$ cat config.mk
export PLATFORM = sky130hd
export DESIGN_NAME = receive_flat
export DESIGN_NICKNAME = d
export VERILOG_FILES = /design/src/rtl/receive_if.sv /design/src/rtl/receive.sv /design/src/flat_wrapper.sv
export SDC_FILE = /design/constraint.sdc
export NUM_CORES = 1
export LEC_CHECK = 0
export ABC_AREA = 1
export CORE_MARGIN = 4
export CORE_UTILIZATION = 50
export CTS_CLUSTER_DIAMETER = 40
export CTS_CLUSTER_SIZE = 30
export DETAILED_ROUTE_END_ITERATION = 8
export PLACE_DENSITY = 0.69
export SYNTH_ARGS = -nofsm -noshare
export SYNTH_HDL_FRONTEND = slang
export SYNTH_SLANG_ARGS = --single-unit
$ cat constraint.sdc
create_clock -name eth_clk -period 2.1 [get_ports eth_clk]
set_clock_uncertainty 0.2 [all_clocks]
set_input_delay 0.42 -clock eth_clk [delete_from_list [all_inputs] [get_ports eth_clk]]
set_output_delay 0.42 -clock eth_clk [all_outputs]
set_load 0.01 [all_outputs]
$ cat src/rtl/receive_if.sv
// RMII receive-side bus: PHY dibit inputs plus the opponent-state outputs.
// Signalling: there is no ready. eth_crsdv qualifies eth_rxd on every eth_clk
// rising edge, and the receiver must take the dibit in that cycle. The
// frame_valid/chk_err outputs are single-cycle strobes with no acknowledge.
// opp_* are only meaningful as a set and change together on one edge.
interface receive_if;
    logic        eth_crsdv;
    logic [1:0]  eth_rxd;
    logic [10:0] opp_x;
    logic [10:0] opp_y;
    logic [8:0]  opp_dir;
    logic [2:0]  opp_stat;
    logic        frame_valid;
    logic        chk_err;

    // PHY / stimulus side
    modport master (
        output eth_crsdv, eth_rxd,
        input  opp_x, opp_y, opp_dir, opp_stat, frame_valid, chk_err
    );

    // Receiver side
    modport slave (
        input  eth_crsdv, eth_rxd,
        output opp_x, opp_y, opp_dir, opp_stat, frame_valid, chk_err
    );
endinterface

$ cat src/rtl/receive.sv
// RMII receive stage. Hunts preamble + SFD, deserialises a fixed payload
// followed by an XOR checksum byte, and latches opponent kart state atomically
// when the checksum matches.
module receive #(
    parameter int MIN_PREAMBLE  = 8,
    parameter int PAYLOAD_BYTES = 5
) (
    input  logic        eth_clk,
    input  logic        eth_rst_n,
    receive_if.slave    rx,
    output logic [2:0]  dbg_state_o
);
    localparam int FRAME_DIBITS = 4 * (PAYLOAD_BYTES + 1);
    localparam int SR_W         = 8 * (PAYLOAD_BYTES + 1);
    localparam int DIB_W        = $clog2(FRAME_DIBITS);

    typedef enum logic [2:0] {
        S_IDLE  = 3'd0,
        S_PRE   = 3'd1,
        S_DATA  = 3'd2,
        S_CHECK = 3'd3,
        S_DRAIN = 3'd4
    } state_t;

    state_t            state_q, state_d;
    logic [4:0]        pre_cnt_q, pre_cnt_d;
    logic [DIB_W-1:0]  dib_cnt_q, dib_cnt_d;
    logic [SR_W-1:0]   sr_q, sr_d;
    logic [10:0]       opp_x_q, opp_x_d;
    logic [10:0]       opp_y_q, opp_y_d;
    logic [8:0]        opp_dir_q, opp_dir_d;
    logic [2:0]        opp_stat_q, opp_stat_d;
    logic              frame_valid_q, frame_valid_d;
    logic              chk_err_q, chk_err_d;
    logic [7:0]        xsum;
    logic              chk_ok;

    // XOR of the payload bytes compared with the trailing checksum byte
    always_comb begin
        xsum = 8'h00;
        for (int i = 0; i < PAYLOAD_BYTES; i++) begin
            xsum = xsum ^ sr_q[8*i +: 8];
        end
        chk_ok = (xsum == sr_q[8*PAYLOAD_BYTES +: 8]);
    end

    // Next-state, counters, shift register and output loads
    always_comb begin
        state_d       = state_q;
        pre_cnt_d     = pre_cnt_q;
        dib_cnt_d     = dib_cnt_q;
        sr_d          = sr_q;
        opp_x_d       = opp_x_q;
        opp_y_d       = opp_y_q;
        opp_dir_d     = opp_dir_q;
        opp_stat_d    = opp_stat_q;
        frame_valid_d = 1'b0;
        chk_err_d     = 1'b0;
        case (state_q)
            S_IDLE: begin
                if (rx.eth_crsdv) begin
                    if (rx.eth_rxd == 2'b01) begin
                        state_d   = S_PRE;
                        pre_cnt_d = 5'd1;
                    end else begin
                        state_d = S_DRAIN;
                    end
                end
            end
            S_PRE: begin
                if (!rx.eth_crsdv) begin
                    state_d = S_IDLE;
                end else if (rx.eth_rxd == 2'b01) begin
                    if (pre_cnt_q != 5'd31) pre_cnt_d = pre_cnt_q + 5'd1;
                end else if (rx.eth_rxd == 2'b11 && pre_cnt_q >= 5'(MIN_PREAMBLE)) begin
                    state_d   = S_DATA;
                    dib_cnt_d = '0;
                end else begin
                    state_d = S_DRAIN;
                end
            end
            S_DATA: begin
                if (!rx.eth_crsdv) begin
                    // Carrier lost: discard the partial frame silently
                    state_d = S_IDLE;
                end else begin
                    // LSB-first wire order: newest dibit enters at the top
                    sr_d      = {rx.eth_rxd, sr_q[SR_W-1:2]};
                    dib_cnt_d = dib_cnt_q + DIB_W'(1);
                    if (dib_cnt_q == DIB_W'(FRAME_DIBITS - 1)) state_d = S_CHECK;
                end
            end
            S_CHECK: begin
                if (chk_ok) begin
                    opp_x_d       = sr_q[10:0];
                    opp_y_d       = sr_q[21:11];
                    opp_dir_d     = sr_q[30:22];
                    opp_stat_d    = sr_q[33:31];
                    frame_valid_d = 1'b1;
                end else begin
                    chk_err_d = 1'b1;
                end
                state_d = S_DRAIN;
            end
            S_DRAIN: begin
                if (!rx.eth_crsdv) state_d = S_IDLE;
            end
            default: state_d = S_IDLE;
        endcase
    end

    // State and datapath registers, cleared asynchronously
    always_ff @(posedge eth_clk or negedge eth_rst_n) begin
        if (!eth_rst_n) begin
            state_q       <= S_IDLE;
            pre_cnt_q     <= '0;
            dib_cnt_q     <= '0;
            sr_q          <= '0;
            opp_x_q       <= '0;
            opp_y_q       <= '0;
            opp_dir_q     <= '0;
            opp_stat_q    <= '0;
            frame_valid_q <= 1'b0;
            chk_err_q     <= 1'b0;
        end else begin
            state_q       <= state_d;
            pre_cnt_q     <= pre_cnt_d;
            dib_cnt_q     <= dib_cnt_d;
            sr_q          <= sr_d;
            opp_x_q       <= opp_x_d;
            opp_y_q       <= opp_y_d;
            opp_dir_q     <= opp_dir_d;
            opp_stat_q    <= opp_stat_d;
            frame_valid_q <= frame_valid_d;
            chk_err_q     <= chk_err_d;
        end
    end

    assign rx.opp_x       = opp_x_q;
    assign rx.opp_y       = opp_y_q;
    assign rx.opp_dir     = opp_dir_q;
    assign rx.opp_stat    = opp_stat_q;
    assign rx.frame_valid = frame_valid_q;
    assign rx.chk_err     = chk_err_q;
    assign dbg_state_o    = state_q;
endmodule

$ cat src/flat_wrapper.sv
// flat-port wrapper written by rule: the top's interface ports become plain ports
module receive_flat 
#(
    parameter int MIN_PREAMBLE  = 8,
    parameter int PAYLOAD_BYTES = 5
)
  (eth_clk, eth_rst_n, dbg_state_o, rx_eth_crsdv, rx_eth_rxd, rx_opp_x, rx_opp_y, rx_opp_dir, rx_opp_stat, rx_frame_valid, rx_chk_err);
  receive_if rx_i ();
  input  logic eth_clk;
  input  logic eth_rst_n;
  output logic [2:0] dbg_state_o;
  input wire logic [$bits(rx_i.eth_crsdv)-1:0] rx_eth_crsdv;
  input wire logic [$bits(rx_i.eth_rxd)-1:0] rx_eth_rxd;
  output wire logic [$bits(rx_i.opp_x)-1:0] rx_opp_x;
  output wire logic [$bits(rx_i.opp_y)-1:0] rx_opp_y;
  output wire logic [$bits(rx_i.opp_dir)-1:0] rx_opp_dir;
  output wire logic [$bits(rx_i.opp_stat)-1:0] rx_opp_stat;
  output wire logic [$bits(rx_i.frame_valid)-1:0] rx_frame_valid;
  output wire logic [$bits(rx_i.chk_err)-1:0] rx_chk_err;
  assign rx_i.eth_crsdv = rx_eth_crsdv;
  assign rx_i.eth_rxd = rx_eth_rxd;
  assign rx_opp_x = rx_i.opp_x;
  assign rx_opp_y = rx_i.opp_y;
  assign rx_opp_dir = rx_i.opp_dir;
  assign rx_opp_stat = rx_i.opp_stat;
  assign rx_frame_valid = rx_i.frame_valid;
  assign rx_chk_err = rx_i.chk_err;
  receive #(.MIN_PREAMBLE(MIN_PREAMBLE), .PAYLOAD_BYTES(PAYLOAD_BYTES)) u_core (.eth_clk(eth_clk), .eth_rst_n(eth_rst_n), .rx(rx_i), .dbg_state_o(dbg_state_o));
endmodule
# == Word-level counts from Yosys, hierarchy flattened ==
# Index checks and enable logic that the tools add are counted.
# word_totals
ff_bits,97
# op_classes
add_sub_neg,2
mux,24
n_bitwise,4
reduce_logical,9
n_eq_ne,20
magnitude_cmp,1
# op_table
operator,n
$mux W5,9
$xor A8 B8 Y8,4
$mux W3,8
$pmux W5 S2,2
$pmux W3 S5,1
$add A5 B1 Y5 const B,2
$ne A2 B2 Y1 const B,5
$eq A8 B8 Y1,1
$ne A2 B1 Y1 const B,4
$eq A3 B2 Y1 const B,2
$reduce_and A6 Y1,1
$eq A5 B5 Y1 const B,1
$ge A5 B4 Y1 const B,1
$ne A5 B5 Y1 const B,1
$reduce_and A5 Y1,1
$mux W1,4
$reduce_and A2 Y1,2
$reduce_and A4 Y1,1
$reduce_bool A2 Y1,2
$eq A3 B1 Y1 const B,1
$eq A3 B3 Y1 const B,1
$logic_not A3 Y1,1
$ne A3 B2 Y1 const B,1
$ne A3 B3 Y1 const B,1
3 further kinds,3

# == Depth between registers and ports, before layout ==
# depth
ltp_word,7
mapped_depth,14

# == Worst setup path after synthesis ==
# Ideal clock, no wire load.
# synth_path
kind,reg2reg
start,"register u_core.state_q[1], in the netlist u_core.dbg_state_o[1]"
end,register u_core.dib_cnt_q[4]
setup_time_ps,123
period_less_slack_ps,1756
path_stages_with_launch,9
t_arrival_ps,1432
path_slack_ps,344
required_ps,1777
n_path_buf,0
cell_sequence,dfrtp_1 -> nor2_1 -> nand2_1 -> inv_1 -> nand3_1 -> a21oi_1 -> nand2_1 -> o21ai_0 -> a21oi_1
# synth_between
elab_chain_len,3
word_cells_on_any_way,9
# synth_rtl
element,line,text
start: declaration,receive.sv:25,"state_t state_q, state_d;"
start signal: assignment,receive.sv:126,state_q <= state_d;
$eq A3 B1 Y1 / $eq A3 B2 Y1 (equally long branches),receive.sv:59,case (state_q)
$ne A2 B2 Y1 (no line) (tied with other cells),--,
$reduce_and A5 Y1 (no line),--,
end signal: assignment,receive.sv:128,dib_cnt_q <= dib_cnt_d;
end: declaration,receive.sv:27,"logic [DIB_W-1:0] dib_cnt_q, dib_cnt_d;"
# Several ways; a longest one is shown, not always the timed one.
# A chain may end at the register's enable or synchronous reset.

# == Final worst setup path ==
# layout_path
start,"register u_core.state_q[1], in the netlist u_core.dbg_state_o[1]"
end,output port dbg_state_o[1]
# layout_lines
element,line,text
end: declaration,flat_wrapper.sv:11,output logic [2:0] dbg_state_o;
# No word-level cell between the ends.

==> flow_metrics.py <==
metrics = {
    "outcome": {
        "status": "complete, no violations",
    },
    "final_layout": {
        "final_cell_mix": "nand2_1 (226), dfrtp_1 (95), inv_1 (59)",
        "layout_commonest_cell": "nand2_1",
        "n_antenna_cell": 0,
        "area_delta_synth_final_pct": 18.71,
        "fin_cells": 753,
        "layout-drive-gt1-share_pct": 9.767,
        "fin_nets": 650,
    },
    "cts": {
        "cts_tree": "yes",
        "htree_levels": 3,
        "clk_path_buf_depth": 2,
        "clk_pin_slew_ps": 90,
        "root_buffer": "clkbuf_8",
        "clk_latency_ps": 360,
        "clock-sinks": 97,
        "numCtsBuffers": 9,
    },
    "timing": {
        "maxSlewViolCount": 0,
        "fmax_ghz": 0.5041,
        "setup_viol": 0,
        "hold_violations": 0,
        "tightestPinTransition_ps": 421.5,
        "slew_headroom_pct": 71.90,
        "post-route-min-period_ps": 1984,
        "fin_setup_tns_ps": 0,
        "period_share_pct": 94.47,
        "layout_setup_ws_ps": 116.2,
    },
    "critical_path": {
        "crit_fanout": 4,
        "cp_data_arrival_time_ps": 1360,
        "required_ps": 1480,
        "crit_chain": "clkdlybuf4s50_1",
        "reg2reg_depth": 12,
        "crit_type": "flop to output pin",
        "r2r-end": "u_core.rx.opp_y[8]",
        "cp-end-kind": "output pin",
        "regToRegStartpoint": "u_core.sr_q[17]",
        "critPathLaunchType": "flop",
        "crit_family": "buffers and inverters",
        "r2r_setup_slack_ps": 170,
        "cpPeakStageDelay_ps": 570,
        "crit_buf_inv": 1,
        "slowest_stage": "clkdlybuf4s50_1",
    },
    "route": {
        "route.detailed.drc": 0,
        "ant_nets": 0,
        "wl_mm": 10.34,
        "drt-initial-drc-count": 131,
        "firstDrtPassIters": 4,
        "viasPerCell": 5.207,
        "vias": 3921,
        "routedWlPerCell_um": 13.73,
    },
    "floorplanning": {
        "num_rows": 34,
        "initial_utilization_pct": 52.28,
        "die_area_um2": 10900,
        "io_pins": 44,
        "die_w_um": 104.4,
        "die_h_um": 104.4,
        "core_area_um2": 8891,
    },
    "min_path": {
        "whs_endpoint": "u_core.rx.opp_x[3]",
        "hold_start": "u_core.rx.opp_x[3]",
        "whs_path_depth": 2,
        "hp-class": "flop to flop",
    },
    "logic_synthesis": {
        "yosys.area.top_type": "dfrtp_1",
        "post_synth_num_cell_types": 30,
        "ys_seq_area_share_pct": 52.22,
        "synth_area_leaders": "dfrtp_1 (52%), nand2_1 (18%), o21ai_0 (5.9%)",
        "yosysWarnings": 0,
        "syn-instance-count": 588,
        "synth_nets": 597,
        "syn_area_um2": 4648,
        "synth.avg_cell_area_um2": 7.905,
        "yosysTopAreaCellShare_pct": 52.22,
        "synth_seq_cells": 97,
    },
    "power_and_ir_drop": {
        "ir_worst_vdd_v": 0.0003689,
        "powerDensity_nw_per_um2": 677.0,
        "leakagePower_nw": 2.724,
    },
    "job": {
        "drv_cap": 0,
    },
    "global_routing": {
        "grt_pass1_vias": 3827,
        "grt_start_max_net_pins": 95,
        "grt-ovfl-total": 0,
        "grt_pass1_wl_mm": 17.95,
        "antenna_found_initial": 0,
        "track_usage_pct": 20.19,
    },
    "placement": {
        "gp_congestion": 0.9321,
        "dp.cells": 732,
        "io_buffers": 43,
        "dp_slack_ps": 35.94,
        "hpwlAfterDp_mm": 7.587,
    },
}
## per-stage QoR
step	hold slack, ps	util (%)	total power [W]	area [µm²]
floorplan	-75.59	-	0.002333	4648
global placement	176.2	59.16	0.002502	5260
detailed placement	185.5	59.16	0.002526	5260
CTS	279.8	61.57	0.003775	5474
global route	303.8	62.06	0.003927	5518
finish	273.6	62.06	0.003736	5518
## cell type report
type                            count  area, µm²
Clock buffer                       11      151.4
Clock inverter                      4      52.55
Fill cell                         792       3373
Sequential cell                    97       2430
Inverter                           75      281.5
Tap cell                          108      135.1
Timing Repair Buffer               64      641.9
Multi-Input combinational cell    394       1826
## synthesized netlist by cell type
cell type and count:
nor2_2 1, nor4_1 2, o21ai_1 2, dfrtp_1 97, clkbuf_1 8, nor2_8 2
nand2_1 226, xor2_1 1, nand4_1 35, clkinv_1 1, inv_1 60, o21bai_1 2
nor3b_1 1, buf_2 5, o2111ai_1 1, o221ai_1 1, nand3_1 26, a21oi_1 9
nor2_4 1, buf_6 3, nand2_2 4, a31oi_1 2, inv_2 14, nand3_4 1
buf_4 2, nor2_1 17, ha_1 4, buf_1 4, nor3_1 1, o21ai_0 55
## flip-flops by register name, summed over array words and instances, names as in the netlist, 3 cells and up
signal,flops
u_core.sr_q,48
u_core.rx.opp_x,11
u_core.pre_cnt_q,5
u_core.dib_cnt_q,5
u_core.rx.opp_y,11
u_core.rx.opp_dir,9
u_core.dbg_state_o,3
u_core.rx.opp_stat,3
## routing by layer
layer,track usage (%),routed length [µm],vias to the layer above
li1,-,-,1977
met1,25.09,4414,1854
met2,35.19,5304,71
met3,2.669,372,19
met4,8.642,244,0
met5,0,0,-
## timing repair
item / CTS / global route
hold buffers: 1 / 0
gates resized for setup: 0 / 4
endpoints found under the setup margin: 0 / 27
hold endpoints to repair: 26 / 0
setup buffers: 0 / 5
## worst max-delay path by stage
| stage | startpoint | to | slack (ps) | cells past startpoint |
|---|---|---|---|---|
| CTS | u_core.dbg_state_o[1] | dbg_state_o[1] | 100 | 1 |
| global route | u_core.sr_q[10] | u_core.rx.opp_y[6] | -8 | 13 |
| global placement | rx_eth_rxd[1] | u_core.dib_cnt_q[4] | 110 | 8 |
| detailed placement | rx_eth_rxd[1] | u_core.dib_cnt_q[4] | 40 | 8 |
| floorplan | u_core.dbg_state_o[1] | u_core.dib_cnt_q[4] | 340 | 8 |
| finish | u_core.dbg_state_o[1] | dbg_state_o[1] | 120 | 1 |
## where the power goes
group	switching, W	total [W]	internal [W]
logic	0.000311	0.000486	0.000176
clock network	0.000634	0.00124	0.000609
registers	0.0000632	0.00201	0.00194
## worst min-delay path, cell delays in order (launching register included)
cell and delay [ps]:
dfrtp_1 350, nand2_1 50, nand2_1 40
## cells by family after synthesis
kind of cell / Yosys count / synth area share [%]
AOI/OAI and AO/OA: 72 / 8.075
buffers and inverters: 97 / 8.613
and+or+nand+nor: 317 / 29.82
xor gates and xnor gates: 1 / 0.1885
DFF: 97 / 52.22
adders and majority gates: 4 / 1.077
(Power assumes the default switching activity.)
